`config.mk`:
```
export PLATFORM = sky130hd
export DESIGN_NAME = instr_encoder_loader
export DESIGN_NICKNAME = d
export VERILOG_FILES = /design/src/rtl/rv_pkg.sv /design/src/rtl/rv_instr_encode.sv /design/src/rtl/instr_encoder_loader.sv
export SDC_FILE = /design/constraint.sdc
export NUM_CORES = 1
export LEC_CHECK = 0
export BUFFER_PORTS_ARGS = -buffer_cell sky130_fd_sc_hd__buf_2
export CAP_MARGIN = 20
export CORE_AREA = 4 4 77 86
export CTS_BUF_LIST = sky130_fd_sc_hd__clkbuf_16
export DETAILED_ROUTE_END_ITERATION = 10
export DIE_AREA = 0 0 81 90
export HOLD_SLACK_MARGIN = 0.1
export PLACE_DENSITY = 0.66
export SETUP_SLACK_MARGIN = 0.1
export SLEW_MARGIN = 25
export SYNTH_ARGS = -nofsm -noshare
export SYNTH_HDL_FRONTEND = slang
export SYNTH_HIERARCHICAL = 1
export SYNTH_SLANG_ARGS = --single-unit
export TNS_END_PERCENT = 5
```
`constraint.sdc`:
```
create_clock -name clk -period 3.2 [get_ports clk]
set_clock_uncertainty 0.15 [all_clocks]
set_input_delay 0.16 -clock clk [delete_from_list [all_inputs] [get_ports clk]]
set_output_delay 0.16 -clock clk [all_outputs]
set_load 0.03 [all_outputs]
```
`src/rtl/rv_pkg.sv`:
```
// rv_pkg: RV32I encoding constants, request class codes and loader FSM states,
// shared by the instruction loader and the core control unit.
package rv_pkg;
   localparam logic [2:0] CLS_LW = 3'd0, CLS_SW = 3'd1, CLS_R = 3'd2, CLS_I = 3'd3, CLS_BR = 3'd4;
   localparam logic [2:0] ALU_ADD = 3'b000, ALU_SUB = 3'b010, ALU_SLL = 3'b001, ALU_XOR = 3'b100;
   localparam logic [2:0] ALU_SRL = 3'b101, ALU_OR = 3'b110, ALU_AND = 3'b111, ALU_BAD = 3'b011;
   localparam logic [1:0] BR_EQ = 2'd0, BR_NE = 2'd1, BR_LT = 2'd2, BR_BAD = 2'd3;
   localparam logic [6:0] OPC_LOAD = 7'b0000011, OPC_STORE = 7'b0100011, OPC_OP = 7'b0110011;
   localparam logic [6:0] OPC_OPIMM = 7'b0010011, OPC_BRANCH = 7'b1100011;
   localparam logic [2:0] F3_W = 3'b010, F3_BEQ = 3'b000, F3_BNE = 3'b001, F3_BLT = 3'b100;
   localparam logic [2:0] ST_IDLE = 3'd0, ST_ACCEPT = 3'd1, ST_WRITE = 3'd2, ST_DONE = 3'd3, ST_ERR = 3'd4;
   // add and sub share funct3 000; the remaining ALU codes are their own funct3
   function automatic logic [2:0] alu_funct3(input logic [2:0] a);
      return (a == ALU_SUB) ? ALU_ADD : a;
   endfunction
endpackage

```
`src/rtl/rv_instr_encode.sv`:
```
// rv_instr_encode: combinational RV32I encoder for loader requests, with illegal-request flag.
module rv_instr_encode
   import rv_pkg::*;
(
   input  logic [2:0]  op_class,
   input  logic [2:0]  alu_code,
   input  logic [1:0]  br_type,
   input  logic [4:0]  rd,
   input  logic [4:0]  rs1,
   input  logic [4:0]  rs2,
   input  logic [12:0] imm,
   output logic [31:0] word,
   output logic        illegal
);
   logic [2:0] f3_alu, f3_br;
   always_comb begin
      f3_alu = alu_funct3(alu_code);
      f3_br = (br_type == BR_LT) ? F3_BLT : (br_type == BR_NE) ? F3_BNE : F3_BEQ;
      case (op_class)
         CLS_LW:  word = {imm[11:0], rs1, F3_W, rd, OPC_LOAD};
         CLS_SW:  word = {imm[11:5], rs2, rs1, F3_W, imm[4:0], OPC_STORE};
         CLS_R:   word = {1'b0, alu_code == ALU_SUB, 5'b0, rs2, rs1, f3_alu, rd, OPC_OP};
         CLS_I:   word = {imm[11:0], rs1, f3_alu, rd, OPC_OPIMM};
         CLS_BR:  word = {imm[12], imm[10:5], rs2, rs1, f3_br, imm[4:1], imm[11], OPC_BRANCH};
         default: word = '0;
      endcase
      illegal = (op_class > CLS_BR)
         || ((op_class == CLS_R || op_class == CLS_I) && alu_code == ALU_BAD)
         || (op_class == CLS_I && alu_code == ALU_SUB)
         || (op_class == CLS_BR && (br_type == BR_BAD || imm[0]));
   end
endmodule

```
`src/rtl/instr_encoder_loader.sv`:
```
// instr_encoder_loader: accepts encoded-instruction requests and writes them to
// instruction memory one word per two cycles, holding the core in reset meanwhile.
module instr_encoder_loader
   import rv_pkg::*;
#(
   parameter int ADDR_W = 6
)(
   input  logic              clk,
   input  logic              areset,
   input  logic              start,
   input  logic              in_valid,
   output logic              in_ready,
   input  logic              in_last,
   input  logic [2:0]        op_class,
   input  logic [2:0]        alu_code,
   input  logic [1:0]        br_type,
   input  logic [4:0]        rd,
   input  logic [4:0]        rs1,
   input  logic [4:0]        rs2,
   input  logic [12:0]       imm,
   output logic              imem_we,
   output logic [ADDR_W-1:0] imem_waddr,
   output logic [31:0]       imem_wdata,
   output logic              core_hold,
   output logic              done,
   output logic              error
);
   logic [2:0]        state;
   logic [ADDR_W-1:0] addr;
   logic [31:0]       enc_word;
   logic              enc_illegal, last_q;

   rv_instr_encode u_enc (
      .op_class(op_class), .alu_code(alu_code), .br_type(br_type),
      .rd(rd), .rs1(rs1), .rs2(rs2), .imm(imm),
      .word(enc_word), .illegal(enc_illegal)
   );

   // the address saturates at the top word; a non-final write there ends in ERR
   always_ff @(posedge clk or negedge areset)
      if (!areset) begin
         state <= ST_IDLE;
         addr <= '0;
         imem_wdata <= '0;
         last_q <= 1'b0;
      end else if (start) begin
         state <= ST_ACCEPT;
         addr <= '0;
      end else if (state == ST_ACCEPT && in_valid) begin
         state <= enc_illegal ? ST_ERR : ST_WRITE;
         imem_wdata <= enc_word;
         last_q <= in_last;
      end else if (state == ST_WRITE) begin
         state <= last_q ? ST_DONE : (&addr) ? ST_ERR : ST_ACCEPT;
         addr <= (&addr) ? addr : addr + 1'b1;
      end

   // a start arriving during WRITE drops that write
   assign in_ready = state == ST_ACCEPT;
   assign imem_we = state == ST_WRITE && !start;
   assign imem_waddr = addr;
   assign core_hold = state == ST_ACCEPT || state == ST_WRITE || state == ST_ERR;
   assign done = state == ST_DONE;
   assign error = state == ST_ERR;
endmodule

```
==> results of run 1 <==
-- worst min-delay path: cells and delay by family --
kind	cells	cell delay, ns
buffers and inverters	1	0.09
AO/OA/AOI/OAI	1	0.06
AND/OR/NAND/NOR	1	0.04
multiplexers	1	0.14
-- cell families (layout without fill, tap and decap cells) --
| family | count (synthesis) | after routing | share of synthesized area |
|---|---|---|---|
| other | 1 | 2 | 0.00165 |
| and+or+nand+nor | 54 | 54 | 0.145 |
| adders and majority gates | 1 | 1 | 0.00552 |
| xor gates and xnor gates | 3 | 3 | 0.0199 |
| AOI/OAI and AO/OA | 38 | 38 | 0.115 |
| DFF | 42 | 42 | 0.464 |
| buffers and inverters | 19 | 120 | 0.0441 |
| muxes | 42 | 42 | 0.205 |
-- synth_stat cells (2+ instances only) --
cell	n	area (um2)
a211oi_1	2	15.0
a21oi_1	6	30.0
a22o_1	6	52.6
a32o_1	2	20.0
and2_1	12	75.1
buf_2	4	20.0
buf_4	4	30.0
clkbuf_1	5	18.8
dfrtp_1	42	1050
inv_1	4	15.0
mux2_1	3	33.8
mux2_2	32	360
mux2i_1	7	70.1
nand2_1	9	33.8
nand2b_1	3	18.8
nand3_1	2	10.0
nand3b_1	4	30.0
nor2_1	6	22.5
nor2b_1	3	18.8
nor3_1	2	10.0
nor3b_1	3	22.5
o21a_1	2	15.0
o21ai_0	5	25.0
o21ai_1	6	30.0
-- flip-flops by register name, summed over array words and instances, names as in the netlist --
| register | cells |
|---|---|
| imem_wdata | 32 |
| imem_waddr | 6 |
| state | 3 |
| last_q | 1 |
-- power breakdown --
| part | switching (uW) | internal [uW] | total, uW |
|---|---|---|---|
| logic | 427 | 263 | 690 |
| registers | 74.9 | 656 | 731 |
| clock network | 202 | 365 | 567 |
-- worst paths after layout --
path                       cells after the start             end     startpoint
min in group asynchronous                      2   imem_waddr[4]         areset
max in group asynchronous                      2  imem_wdata[23]         areset
setup reg to reg                               4  imem_wdata[29]       state[1]
hold / removal                                 4  imem_wdata[22]         rs2[2]
hold reg to reg                                1   imem_wdata[3]  imem_wdata[3]
setup / recovery                               4  imem_wdata[29]       state[1]
-- placed cells by master, fill, tap and decap left out, types with 2 or more instances in the layout --
master and count:
a211oi_1 2, a21oi_1 6, a22o_1 6, a32o_1 2, and2_1 12, buf_2 82, buf_4 2, clkbuf_16 5
conb_1 2, dfrtp_1 42, dlygate4sd3_1 24, inv_1 5, mux2_1 3, mux2_2 32, mux2i_1 7, nand2_1 9
nand2b_1 3, nand3_1 2, nand3b_1 4, nor2_1 6, nor2b_1 3, nor3_1 2, nor3b_1 3, o21a_1 2
o21ai_0 5, o21ai_1 6
-- through the flow --
stage	setup slack, ns	hold WS [ns]	util	area [um2]
2_1_floorplan	1.36	-0.286	-	2270
3_3_place_gp	1.31	0.227	0.472	2710
3_5_place_dp	1.26	0.228	0.472	2710
4_1_cts	1.25	0.101	0.543	3110
5_1_grt	1.16	0.122	0.543	3110
6_report	1.24	0.0996	0.543	3110
-- layout make-up --
class                      count  area [um2]
clock buffer                   5         125
sequential                    42        1050
tap                           77        96.3
timing repair buffer         108         666
clock inverter                 3        41.3
multi-input combinational    140        1120
inverter                       4        15.0
fill                         516        2620
-- per-layer routing --
| metal | GRT usage | wire length, um | vias to the layer above |
|---|---|---|---|
| met4 | 0.0352 | 31 | 0 |
| met3 | 0.0480 | 425 | 6 |
| met2 | 0.254 | 2670 | 70 |
| met5 | 0 | 0 | - |
| li1 | - | - | 919 |
| met1 | 0.211 | 2380 | 910 |
-- repair_timing --
| action | in CTS | in global routing |
|---|---|---|
| buffers inserted | 0 | 0 |
| hold endpoints to repair | 67 | 0 |
| hold buffers | 24 | 0 |
==> summary.txt, run 1 <==
Run status - finished clean
Post-synth EDFFs - 0
Arrival @ worst endpoint - 1.97 ns
Top_reg_cell synth - dfrtp_1
PortBufs - 83
Max_slew headroom - 0.637
Vias/cell - 5.03
Total track usage - 0.159
Clk root buf - clkbuf_16
CP endpoint kind - register
Max Freq - 0.511 GHz
Initial antenna violation count - 0
Layout cells sized above 1 - 0.421
Final setup fails - 0
Number of gates resized after CTS - 0
Synth Instances - 200
Vias - 1905
DRT iter0 DRCs - 37
Startpoint types - register
Wire per inst - 14.5 um
HP Class - primary input to register
Fraction of registers with async set/reset - 1.00
Placed insts - 347
Clock tree buffer depth - 2
Sequential share of the synthesized area - 0.464
Pins Over Slew Limit - 0
RSZ-0062 raised after global routing - no
Clock sinks - 42
Pwr/cell area - 638 mW/mm2
Clk_lat worst skew - 0.28 ns
Seq cells post-synth - 42
# nets final - 343
Fin crit share - 0.612
Vias in the first global route - 1899
DPL Wire Length - 3840 um
Required @ worst endpoint - 3.21 ns
TNS Setup - 0 ns
Full die area - 0.00729 mm2
Syn_area_per_cell - 11.3 um2
Static leakage - 0.00151 uW
Hold violation total from the final report - 0
Die W - 81 um
Drt drc - 0
First-pass GRT wire length - 9270 um
Row Count - 29
Distinct cells, synth - 50
Routed Antenna Nets - 0
Worst vdd ir - 0.383 mV
Synth Warn # - 6
Final GP Congestion - 0.837
Num CTS Buffers - 5
Final std cells w/o fill - 379
H-tree lvl count - 2
Clock slew seen by the registers of the worst setup and hold paths - 0.06 ns
Drt total wl - 5510 um
Worst slew pin tran - 0.544 ns
Core area - 0.00573 mm2
TritonCTS clock tree - yes
FF-to-FF setup slack - 1.24 ns
Crit Path Max Fanout - 33
Crit path max-delay family - simple AND/OR/NAND/NOR gates
Crit-path cells - nand3b_1 > or3_1 > buf_4 > mux2_1
Worst path max stage delay - 0.49 ns
Die Y - 90 um
Max stage delay cell, worst path - dfrtp_1
# IOs - 84
Max Cap Viol - 0
Initial Utilization - 0.395
WS Path Type - register to register
# diodes - 0
Final Power - 1990 uW
TritonRoute pass-1 iters - 4
Fin crit period - 1.96 ns
Pin count of the biggest net entering global routing - 43
Grt ovf - 0
Area Overhead vs Synth - 37.4%
Worst Path Buf+Inv - 1
Cell Area, Synth - 0.00227 mm2
Power figures use the tool's default switching activity.
==> run 2: changes to the inputs <==
Settings changed: PLACE_DENSITY 0.66 to 0.69.
Clock period 3.2 ns to 1.6 ns, I/O delays scaled along.
==> summary.txt, run 2 (synthesis gave the netlist of run 1 again) <==
Run status - finished, violations left
Failing checks - setup timing
Pins Over Slew Limit - 0 (unchanged)
Fin crit period - 1.74 ns
Largest register FFs - 32 (unchanged)
Clk_lat worst skew - 0.28 ns (about the same)
Final core utilization - 0.600 (+0.0567)
Total track usage - 0.171 (+0.0121)
WS Path Type - primary input to register
Clock sinks - 42 (unchanged)
Vias in the first global route - 2098 (+10%)
Final std cells w/o fill - 404 (+6.6%)
Most frequent cells in the layout - buf_2, dfrtp_1, dlygate4sd3_1
DPL Wire Length - 3800 um (-1.2%)
Pin count of the biggest net entering global routing - 43 (unchanged)
Clock tree buffer depth - 2 (unchanged)
Worst setup margin - -0.141 ns (-1.38 ns)
Placed insts - 359 (+3.5%)
Grt ovf - 0 (unchanged)
# nets final - 368 (+7.3%)
HP Class - primary input to register
Full die area - 0.00729 mm2 (unchanged)
Arrival @ worst endpoint - 1.75 ns (-0.22 ns)
Commonest non-fill, non-tap cell in the layout - buf_2
Static leakage - 0.00166 uW (+9.5%)
Crit Path Max Fanout - 17 (-48%)
CP endpoint kind - register
Worst path max stage delay - 0.58 ns (+0.09 ns)
Initial Utilization - 0.395 (unchanged)
Clock slew seen by the registers of the worst setup and hold paths - 0.06 ns (about the same)
Reg2reg end - imem_waddr[5]
R2r startpoint - state[1]
Drt total wl - 6020 um (+9.3%)
Area Overhead vs Synth - 51.7%
Row Count - 29 (unchanged)
Fin crit share - 1.09
Hold violation total from the final report - 0 (unchanged)
PortBufs - 83 (unchanged)
Crit path max-delay family - buffers and inverters
First-pass GRT wire length - 9940 um (+7.3%)
Max Freq - 0.575 GHz
Biggest register - imem_wdata
Vias - 2019 (+6.0%)
Pre-CTS setup slack - -0.149 ns (-1.41 ns)
# IOs - 84 (unchanged)
RSZ-0062 raised after global routing - yes
Core area - 0.00573 mm2 (unchanged)
Crit. Startpoint - in_valid
DRT iter0 DRCs - 75 (+100%)
Number of cells on the critical path - 6 (+2)
Clk root buf - clkbuf_16
# diodes - 0 (unchanged)
Initial antenna violation count - 0 (unchanged)
Num CTS Buffers - 5 (unchanged)
Die W - 81 um (unchanged)
Drt drc - 0 (unchanged)
FF-to-FF setup slack - -0.13 ns (-1.37 ns)
Routed Antenna Nets - 0 (unchanged)
Worst vdd ir - 0.797 mV (+110%)
Die Y - 90 um (unchanged)
Wire per inst - 14.9 um (+2.5%)
Worst Path Buf+Inv - 3 (+2)
Required @ worst endpoint - 1.61 ns (-1.60 ns)
Startpoint types - primary input
R2R cell count - 4 (unchanged)
Layout cells sized above 1 - 0.480 (+0.0596)
Max_slew headroom - 0.623 (-0.0138)
Vias/cell - 5.00 (-0.57%)
Max stage delay cell, worst path - dlygate4sd3_1
Placement Cell Area - 0.00285 mm2 (+5.4%)
Pwr/cell area - 1140 mW/mm2 (+79%)
TritonRoute pass-1 iters - 4 (unchanged)
TritonCTS clock tree - yes
Crit-path cells - buf_2 > dlygate4sd3_1 > nand3b_1 > or3_4 > buf_12 > mux2_4
H-tree lvl count - 2 (unchanged)
Final setup fails - 39 (+39)
HP Start - in_valid
Hold path cells - 4 (unchanged)
Max Cap Viol - 0 (unchanged)
Final GP Congestion - 0.770 (-8.0%)
Worst setup path end - imem_wdata[5]
Worst slew pin tran - 0.563 ns (+0.0183 ns)
Final instance area - 0.00344 mm2 (+10%)
[run 2: changes by cell type in the layout (fill, tap and decap cells not counted), sizes merged]
cell         before  now
buf              84   98
dlygate4sd3      24   35
clkinv            0    2
bufinv            1    0
clkinvlp          1    0
[run 2: cell type report]
cell class | instances | area [um2]
clock buffers | 5 | 125
clock inverters | 3 | 12.5
fillers | 521 | 2290
inverters | 4 | 15.0
multi-input cells | 140 | 1200
flip-flops and latches | 42 | 1050
well taps | 77 | 96.3
repair buffers | 133 | 940
[run 2: where the power goes]
group	total (uW)	switching, uW	internal (uW)	leakage (uW)
Clock	958	394	564	0.0000724
Sequential	1440	128	1310	0.000533
Combinational	1540	900	638	0.00105
[run 2: through the flow]
| step | hold slack [ns] | setup TNS (ns) | power (uW) |
|---|---|---|---|
| 2_1_floorplan | -0.366 | -2.22 | 2410 |
| 3_3_place_gp | 0.0314 | -2.42 | 2840 |
| 3_5_place_dp | 0.0416 | -3.29 | 2860 |
| 4_1_cts | -0.0102 | -2.37 | 3940 |
| 5_1_grt | 0.132 | -6.45 | 4150 |
| 6_report | 0.109 | -4.02 | 3940 |
[run 2: what timing repair did]
action,in CTS,in global routing
resized for setup,10,10
pin swaps,1,2
cloned,1,0
setup buffers,1,0
hold buffers,34,1
setup endpoints to repair,43,46
hold endpoints to repair,73,2
[run 2: worst min path at each step]
stage	slack, ns	end
4_1_cts	-0.01	state[0]
3_3_place_gp	0.03	imem_waddr[2]
5_1_grt	0.13	state[2]
2_1_floorplan	-0.37	imem_waddr[0]
3_5_place_dp	0.04	imem_waddr[2]
6_report	0.11	state[2]
[run 2: routing by layer]
metal  up-vias  part of all wire  global-route usage
met4         0             0.014              0.0479
met1       981              0.42               0.218
met2        58              0.52               0.290
li1        972                 -                   -
met5         -                 0                   0
met3         8             0.045              0.0350
[run 2: tightest hold or removal path: cells and delay by family]
family | cells | cell delay [ns]
AOI/OAI and AO/OA | 1 | 0.08
buffers and inverters | 1 | 0.12
and+or+nand+nor | 2 | 0.22
